--- src/rtl/player_ctrl.sv ---
// Game control for the maze renderer: debounces the five push-buttons, runs the
// welcome/play/win flow and moves the player one block per accepted press.

module player_db #(
    parameter int DB_LIMIT = 500000
) (
    input  logic clk,
    input  logic rst,
    input  logic i_btn,
    output logic o_press
);
    logic        r_sync1;
    logic        r_sync2;
    logic        r_level;
    logic        r_level_d;
    logic        r_press;
    logic [19:0] r_cnt;

    // NOTE: sequential state uses non-blocking assignments so every flop samples pre-edge values.
    always_ff @(posedge clk) begin
        if (rst) begin
            r_sync1   <= 1'b0;
            r_sync2   <= 1'b0;
            r_level   <= 1'b0;
            r_level_d <= 1'b0;
            r_press   <= 1'b0;
            r_cnt     <= '0;
        end else begin
            r_sync1   <= i_btn;
            r_sync2   <= r_sync1;
            r_level_d <= r_level;
            r_press   <= r_level & ~r_level_d;
            if (r_sync2 == r_level) begin
                r_cnt <= '0;
            end else if (r_cnt == 20'(DB_LIMIT - 1)) begin
                r_level <= ~r_level;
                r_cnt   <= '0;
            end else begin
                r_cnt <= r_cnt + 20'd1;
            end
        end
    end

    assign o_press = r_press;
endmodule

module player_ctrl #(
    parameter int DB_LIMIT = 500000
) (
    input  logic         clk,
    input  logic         rst,
    input  logic         btn_up,
    input  logic         btn_down,
    input  logic         btn_left,
    input  logic         btn_right,
    input  logic         btn_start,
    input  logic [4:0]   num,
    input  logic [360:0] map,
    output logic [1:0]   mode,
    output logic [8:0]   current_x_index,
    output logic [8:0]   current_y_index,
    output logic [15:0]  step_count,
    output logic         win_pulse
);
    typedef enum logic [1:0] {S_WELCOME, S_PLAY, S_CHECK, S_WIN} state_t;

    state_t      r_state, w_state_nxt;
    logic [8:0]  r_x, r_y, r_tx, r_ty;
    logic [8:0]  w_x_nxt, w_y_nxt, w_tx_nxt, w_ty_nxt;
    logic [15:0] r_steps, w_steps_nxt;
    logic        r_win, w_win_nxt;
    logic [1:0]  r_mode, w_mode_nxt;

    logic [4:0]  w_btn;
    logic [4:0]  w_press;
    logic        w_p_start;
    logic        w_one_dir;
    logic        w_num_ok;
    logic [8:0]  w_num9;
    logic [8:0]  w_goal;
    logic [8:0]  w_tgt_x, w_tgt_y;
    logic        w_in_range;
    logic [8:0]  w_idx;
    logic        w_wall;

    assign w_btn = {btn_start, btn_right, btn_left, btn_down, btn_up};

    for (genvar g = 0; g < 5; g++) begin : g_db
        player_db #(.DB_LIMIT(DB_LIMIT)) u_db (
            .clk     (clk),
            .rst     (rst),
            .i_btn   (w_btn[g]),
            .o_press (w_press[g])
        );
    end

    assign w_p_start = w_press[4];
    assign w_one_dir = $onehot(w_press[3:0]);
    assign w_num_ok  = (num >= 5'd5) && (num <= 5'd19);
    assign w_num9    = {4'd0, num};
    assign w_goal    = w_num9 - 9'd2;
    // Largest index is 18*19+18 = 360, so 9 bits never wrap for legal num.
    assign w_idx     = r_tx * w_num9 + r_ty;
    assign w_wall    = map[w_idx];

    // NOTE: every output of a combinational block gets a default first, so no latch is inferred.
    always_comb begin
        w_tgt_x    = r_x;
        w_tgt_y    = r_y;
        w_in_range = 1'b0;
        if (w_press[0]) begin
            w_tgt_y    = r_y - 9'd1;
            w_in_range = (r_y != 9'd0);
        end else if (w_press[1]) begin
            w_tgt_y    = r_y + 9'd1;
            w_in_range = (r_y + 9'd1 < w_num9);
        end else if (w_press[2]) begin
            w_tgt_x    = r_x - 9'd1;
            w_in_range = (r_x != 9'd0);
        end else if (w_press[3]) begin
            w_tgt_x    = r_x + 9'd1;
            w_in_range = (r_x + 9'd1 < w_num9);
        end
    end

    always_comb begin
        w_state_nxt = r_state;
        w_x_nxt     = r_x;
        w_y_nxt     = r_y;
        w_tx_nxt    = r_tx;
        w_ty_nxt    = r_ty;
        w_steps_nxt = r_steps;
        w_win_nxt   = 1'b0;
        unique case (r_state)
            S_WELCOME: begin
                if (w_p_start && w_num_ok) begin
                    w_x_nxt     = 9'd1;
                    w_y_nxt     = 9'd1;
                    w_steps_nxt = '0;
                    w_state_nxt = S_PLAY;
                end
            end
            S_PLAY: begin
                if (w_p_start) begin
                    w_x_nxt     = 9'd1;
                    w_y_nxt     = 9'd1;
                    w_steps_nxt = '0;
                end else if (w_one_dir && w_in_range) begin
                    w_tx_nxt    = w_tgt_x;
                    w_ty_nxt    = w_tgt_y;
                    w_state_nxt = S_CHECK;
                end
            end
            S_CHECK: begin
                w_state_nxt = S_PLAY;
                if (!w_wall) begin
                    w_x_nxt     = r_tx;
                    w_y_nxt     = r_ty;
                    w_steps_nxt = (r_steps == 16'hFFFF) ? r_steps : r_steps + 16'd1;
                    if (r_tx == w_goal && r_ty == w_goal) begin
                        w_win_nxt   = 1'b1;
                        w_state_nxt = S_WIN;
                    end
                end
            end
            S_WIN: begin
                if (w_p_start) w_state_nxt = S_WELCOME;
            end
            default: w_state_nxt = S_WELCOME;
        endcase
    end

    always_comb begin
        unique case (w_state_nxt)
            S_WELCOME: w_mode_nxt = 2'd1;
            S_WIN:     w_mode_nxt = 2'd2;
            default:   w_mode_nxt = 2'd0;
        endcase
    end

    always_ff @(posedge clk) begin
        if (rst) begin
            r_state <= S_WELCOME;
            r_x     <= 9'd1;
            r_y     <= 9'd1;
            r_tx    <= 9'd1;
            r_ty    <= 9'd1;
            r_steps <= '0;
            r_win   <= 1'b0;
            r_mode  <= 2'd1;
        end else begin
            r_state <= w_state_nxt;
            r_x     <= w_x_nxt;
            r_y     <= w_y_nxt;
            r_tx    <= w_tx_nxt;
            r_ty    <= w_ty_nxt;
            r_steps <= w_steps_nxt;
            r_win   <= w_win_nxt;
            r_mode  <= w_mode_nxt;
        end
    end

    assign mode            = r_mode;
    assign current_x_index = r_x;
    assign current_y_index = r_y;
    assign step_count      = r_steps;
    assign win_pulse       = r_win;
endmodule

--- config.mk ---
export PLATFORM = sky130hd
export DESIGN_NAME = player_ctrl
export DESIGN_NICKNAME = d
export VERILOG_FILES = /design/src/rtl/player_ctrl.sv
export SDC_FILE = /design/constraint.sdc
export NUM_CORES = 1
export LEC_CHECK = 0
export BUFFER_PORTS_ARGS = -buffer_cell sky130_fd_sc_hd__clkbuf_2
export CORE_AREA = 3 3 183 185
export CTS_CLUSTER_SIZE = 30
export DETAILED_ROUTE_END_ITERATION = 6
export DIE_AREA = 0 0 186 188
export PLACE_DENSITY = 0.66
export SLEW_MARGIN = 20
export SYNTH_ARGS = -nofsm -noshare
export SYNTH_HDL_FRONTEND = slang
export SYNTH_SLANG_ARGS = --single-unit
--- constraint.sdc ---
create_clock -name clk -period 8.2 [get_ports clk]
set_clock_uncertainty 0.15 [all_clocks]
set_input_delay 0.41 -clock clk [delete_from_list [all_inputs] [get_ports clk]]
set_output_delay 0.41 -clock clk [all_outputs]
set_load 0.005 [all_outputs]
==> flow_summary.ini, run 1 <==
[outcome]
status = finished, final reports clean

[sta]
rsz0062_at_grt = false
fmax_mhz = 151
relSlewSlack = 0.246
hold_viol = 0
period_share = 0.807
tightest_slew_ps = 1100
drv_slew = 0
final.setup.tns_ps = 0
holdWs_ps = 41.0
period_minus_slack_ps = 6610
setup_viol = 0

[critical_path]
timing.rr.end = step_count[14]
slowest_delay_ps = 1290
reg2reg_depth = 17
arrival_ps = 6830
critPathKind = reg -> reg
cp-end-kind = flip-flop
crit_family = adder cells
critPathMaxFanout = 39
path_cells = and2_1 -> fa_1 -> ha_1 -> inv_1 -> fa_1 -> inv_1 -> fa_2 -> nor2b_1 -> a2111oi_0 -> a2111oi_0 -> o211ai_1 -> a41oi_1 -> o211ai_2 -> a21boi_4 -> buf_4 -> or4_1 -> a21oi_1
r2r-start = r_tx[2]
cp_slowest_cell = fa_2
start_kind = flip-flop
crit_required_ps = 8410
critPathBufInv = 3
r2r_slack_ps = 1590

[global_route]
grt_pass1_wl_mm = 68.5
grt_antenna_before_repair = 9
grtUsageTotal = 0.257
overflow = 0
grt_pass1_vias = 11590
grt_start_max_net_pins = 65

[clocking]
cts_resized = 0
root_buffer = clkbuf_16
cts.sinks = 182
cts_buffers = 17
clk_latency_ps = 430
clk_pin_slew_ps = 80
cts.htree.levels = 4
hold_buffers = 0
tritoncts = yes
clockBufferDepth = 2
post-cts-setup-buffers = 0

[synth]
netlist_area_sq_um = 12700
netlist_instances = 1396
ys_ff_latch = 182
synth_area_leader_cell = dfxtp_1
synthesis.nets = 1829
synth_top_area_share = 0.286
yosysMostFrequentCell = dfxtp_1
syn_avg_cell_area_sq_um = 9.12
ys_types = 72
synth_async_sr_flop_share = 0
synth_edf_count = 0
yosysWarningCount = 0
ys_top_cells_by_area = dfxtp_1 29%, mux4_2 16%, nor2_1 5.2%
yosys-top-cells-count = 182 x dfxtp_1, 175 x nor2_1, 132 x nand2_1, 88 x mux4_2, 67 x nand3_1
synthFlopType = dfxtp_1
yosysSeqAreaShare = 0.286

[route]
avgViaCountPerCell = 5.58
drt_iter0_drc = 803
wl_per_cell_um = 21.1
vias = 12133
first_pass_iters = 6
ant_nets = 0
wirelength_mm = 45.9
drcViolationCount = 0

[power_and_ir_drop]
seqPwrFrac = 0.428
ir_drop_mv = 0.130
switching_share = 0.280
p_switching_uw = 581
clockPowerShare = 0.378
comb_power_share = 0.194
p_leak_nw = 6.11
power_density_nw_per_um2 = 133
power.internal_mw = 1.49

[floorplan]
die_area_sq_um = 35000
coreArea_sq_um = 32200
io_pins = 410
die_h_um = 188
rows = 66
fp.dieW_um = 186
start_util = 0.395

[place]
portBuffers = 409
place_area_sq_um = 15000
dp_hpwl_mm = 37.8
gp_congestion = 0.940

[worst_hold_path]
worstHoldPathCells = 2
min_from = btn_right
hp-class = in -> reg
holdPathEnd = g_db[3].u_db.r_sync1

[finish]
area_growth_pct = 22.5
finalNetCount = 2186
design_area_sq_um = 15600
drive_gt1_frac = 0.320

[run]
max-cap-violations = 0
==> per-stage QoR <==
stage / power [mW] / std cells / worst slack (ps) / util
6_report: 2.07 / 2175 / 1590 / 0.484
5_1_grt: 2.16 / 2174 / 1350 / 0.484
4_1_cts: 2.10 / 2173 / 1650 / 0.484
3_5_place_dp: 1.31 / 2142 / 1440 / 0.467
3_3_place_gp: 1.31 / 2142 / 1550 / 0.467
2_1_floorplan: 1.14 / 1396 / 2760 / -
==> layout by cell type (no fill, tap or decap), types with 5 or more instances in the layout <==
cell type and instances:
clkbuf_2 409, dfxtp_1 182, nor2_1 175, nand2_1 132, mux4_2 88, nand3_1 67
xor2_1 63, xnor2_1 55, a21oi_1 52, inv_1 50, o21ai_0 37, ha_1 35
nand4_1 34, nor3_1 33, mux2i_1 31, nor2b_1 30, or3_1 27, fa_1 21
and3_1 20, clkbuf_16 17, and2_1 15, nor4_1 13, or4_1 12, nor4b_1 10
a22oi_1 10, a211oi_1 9, buf_4 9, o211ai_1 8, mux2_2 8, a31oi_1 7
nand2b_1 7, a2111oi_0 7, o21ai_1 7, o21a_1 5
==> cell families after synthesis <==
| group | count (synthesis) | share of synthesized area |
|---|---|---|
| fa+ha+maj | 60 | 0.0719 |
| flops | 182 | 0.286 |
| xor+xnor | 121 | 0.0843 |
| mux | 130 | 0.193 |
| compound gates | 186 | 0.0952 |
| buf+inv | 132 | 0.0471 |
| simple gates | 585 | 0.222 |
==> state kept, by name, summed over array words and instances (netlist names) <==
| signal | cells |
|---|---|
| current_x_index | 9 |
| current_y_index | 9 |
| g_db.u_db.o_press | 5 |
| g_db.u_db.r_cnt | 100 |
| g_db.u_db.r_level | 5 |
| g_db.u_db.r_level_d | 5 |
| g_db.u_db.r_sync1 | 5 |
| g_db.u_db.r_sync2 | 5 |
| mode | 2 |
| r_state | 2 |
| r_tx | 9 |
| r_ty | 9 |
| step_count | 16 |
| win_pulse | 1 |
==> worst max path at each step <==
| stage | start | end | slack [ps] | cells past startpoint |
|---|---|---|---|---|
| final | r_tx[2] | step_count[14] | 1590 | 17 |
| after global routing | r_tx[2] | step_count[14] | 1350 | 17 |
| after CTS | r_tx[2] | step_count[14] | 1650 | 16 |
| after detailed placement | num[1] | step_count[14] | 1440 | 17 |
| after global placement | num[1] | step_count[15] | 1550 | 17 |
| after floorplan | num[1] | step_count[10] | 2760 | 21 |
==> power groups by stage <==
stage,sequential [mW],combinational [mW],clock (mW)
finish,0.888,0.402,0.785
global route,0.888,0.428,0.842
CTS,0.888,0.402,0.806
detailed placement,0.908,0.401,0
global placement,0.908,0.398,0
floorplan,0.908,0.230,0
==> per-layer routing <==
metal | vias up | global-route usage | part of all wire
met2 | 456 | 0.420 | 0.48
met5 | - | 0 | 0.00050
li1 | 5767 | - | -
met4 | 4 | 0.0856 | 0.031
met1 | 5839 | 0.343 | 0.42
met3 | 67 | 0.0471 | 0.065
==> worst reg2reg max path, cell delays in order, from the launching register on <==
cell,delay [ps]
dfxtp_1,500
and2_1,220
fa_1,440
ha_1,290
inv_1,50
fa_1,530
inv_1,70
fa_2,1290
nor2b_1,120
a2111oi_0,990
a2111oi_0,150
o211ai_1,250
a41oi_1,160
o211ai_2,180
a21boi_4,210
buf_4,280
or4_1,530
a21oi_1,150
==> cell type report <==
type,count,area (sq um)
fill,3118,16600
multi-input combinational,1082,8550
sequential,182,3640
timing repair buffer,419,2130
tap,408,510
clock buffer,17,425
inverter,51,191
clock inverter,14,136
antenna,2,5.00
Note: power is estimated with default switching activity, not from simulation.
==> run 2, diff against run 1 <==
Settings changed: ABC_AREA set to 1, CORE_AREA 3 3 183 185 to 3 3 195 197, DIE_AREA 0 0 186 188 to 0 0 198 200, PLACE_DENSITY 0.66 to 0.64.
Clock period 8.2 ns to 6.8 ns, I/O delays scaled along.
==> flow_summary.ini, run 2 <==
[critical_path]
cp_slowest_cell = fa_1
cp-end-kind = flip-flop
start_kind = flip-flop
slowest_delay_ps = 540
critPathBufInv = 5
critPathMaxFanout = 20
arrival_ps = 5460
crit_required_ps = 6980
critPathKind = reg -> reg
path_cells = nand2_1 -> fa_1 -> fa_1 -> fa_1 -> inv_1 -> ha_1 -> xor2_1 -> buf_4 -> inv_1 -> nor2_1 -> inv_1 -> nor2_1 -> nor2_1 -> nand2_1 -> nand3_1 -> nand3_1 -> nand2_2 -> nand2_4 -> nand2_4 -> inv_2 -> nand2_1 -> nand2_1 -> nor2_1
crit_family = adder cells
r2r_slack_ps = 1520

[sta]
tightest_slew_ps = 1010
drv_slew = 0
hold_viol = 0
fmax_mhz = 189
rsz0062_at_grt = false
period_share = 0.776
holdWs_ps = 241
final.setup.tns_ps = 0
relSlewSlack = 0.324
setup_slack_ps = 1520
period_minus_slack_ps = 5280
setup_viol = 0

[synth]
synth_async_sr_flop_share = 0
synth-simple-area-share = 0.390
synth_compound_area_frac = 0.121
ys_ff_latch = 182
yosys-top-cells-count = 575 x nand2_1, 349 x inv_1, 282 x nand3_1, 266 x nor2_1, 182 x dfxtp_1
synthMuxAreaShare = 0
synth_edf_count = 0
yosysMostFrequentCell = nand2_1
syn_avg_cell_area_sq_um = 6.06
synth_top_area_share = 0.251
synthesis.nets = 2830
netlist_area_sq_um = 14500
synth_top_family_by_area = simple AND/OR/NAND/NOR gates
ys_top_cells_by_area = dfxtp_1 25%, nand2_1 15%, nand3_1 9.7%
yosysSeqAreaShare = 0.251
synthAdderAreaFrac = 0.0631
synthXorXnorAreaFrac = 0.0386
ys_types = 53
netlist_instances = 2397
synthFlopType = dfxtp_1
synth_area_leader_cell = dfxtp_1
yosysWarningCount = 0

[floorplan]
die_h_um = 200
rows = 70
coreArea_sq_um = 36400
die_area_sq_um = 39600
start_util = 0.399
io_pins = 410
fp.dieW_um = 198

[place]
dp_hpwl_mm = 41.6
gp_congestion = 0.983
portBuffers = 409
dp_worst_setup_slack_ps = 1470
placed_cells = 3169

[power_and_ir_drop]
comb_power_share = 0.205
p_leak_nw = 8.20
p_switching_uw = 828
power.internal_mw = 1.88
power_density_nw_per_um2 = 156
seqPwrFrac = 0.395
switching_share = 0.306
clockPowerShare = 0.400
ir_drop_mv = 0.153

[clocking]
cts.sinks = 182
clockBufferDepth = 2
cts_resized = 0
root_buffer = clkbuf_16
clk_pin_slew_ps = 70
tritoncts = yes
post-cts-setup-buffers = 0
cts_buffers = 17
hold_buffers = 5
cts.htree.levels = 4
clk_latency_ps = 440

[finish]
drive_gt1_frac = 0.175
largest_register_ff_count = 100
instances_no_fill = 3209
max_flop_register = g_db.u_db.r_cnt
final_cell_mix = 575 x nand2_1, 409 x clkbuf_2, 349 x inv_1
area_growth_pct = 19.6
finalNetCount = 3158
final_common_cell = nand2_1

[outcome]
status = finished, final reports clean

[global_route]
grtUsageTotal = 0.253
grt_start_max_net_pins = 215
grt_pass1_wl_mm = 80.1
grt_pass1_vias = 15332
grt_antenna_before_repair = 3
overflow = 0

[route]
drt_iter0_drc = 1199
first_pass_iters = 5
avgViaCountPerCell = 5.14
drcViolationCount = 0
wirelength_mm = 52.5
ant_nets = 0
vias = 16497
wl_per_cell_um = 16.4

[run]
max-cap-violations = 0

[worst_hold_path]
hp-class = reg -> reg
==> run 2: per-stage QoR <==
stage	total power [mW]	area, sq um	utilization
after floorplan	1.42	14500	-
after global placement	1.64	16700	0.457
after detailed placement	1.64	16700	0.457
after CTS	2.73	17400	0.477
after global routing	2.83	17400	0.477
final	2.71	17400	0.477
==> run 2: logic make-up (layout without fill, tap and decap cells) <==
family          Yosys count  count (layout)
compound gates          315             315
xor+xnor                 64              64
fa+ha+maj                60              60
buf+inv                 476             817
flops                   182             182
other cells               0               3
simple gates           1300            1300
==> run 2: cell type report <==
class                   instances  area, sq um
fillers                      3808        19100
clock buffers                  17          425
inverters                     358         1350
repair buffers                427         2210
multi-input cells            1739         8920
well taps                     468          586
diodes                          3         7.51
flip-flops and latches        182         3640
clock inverters                15          235
==> run 2: layer usage <==
| metal | vias up | part of all wire | track usage |
|---|---|---|---|
| met5 | - | 0 | 0 |
| met4 | 0 | 0.023 | 0.0755 |
| met3 | 73 | 0.075 | 0.0455 |
| li1 | 8363 | - | - |
| met1 | 7520 | 0.43 | 0.326 |
| met2 | 541 | 0.47 | 0.435 |
==> run 2: worst paths after layout <==
check	start	endpoint	depth (start not counted)
hold reg to reg	g_db[3].u_db.r_level_d	g_db[3].u_db.o_press	1
setup reg to reg	r_tx[0]	current_y_index[1]	23
setup / recovery	r_tx[0]	current_y_index[1]	23
hold / removal	g_db[3].u_db.r_level_d	g_db[3].u_db.o_press	1
==> run 2: power by group through the flow <==
stage                     clock network, mW  logic, mW  registers (mW)
after detailed placement                  0      0.547            1.10
after global placement                    0      0.547            1.10
after CTS                              1.11      0.552            1.07
final                                  1.08      0.555            1.07
after global routing                   1.15      0.615            1.07
after floorplan                           0      0.321            1.09
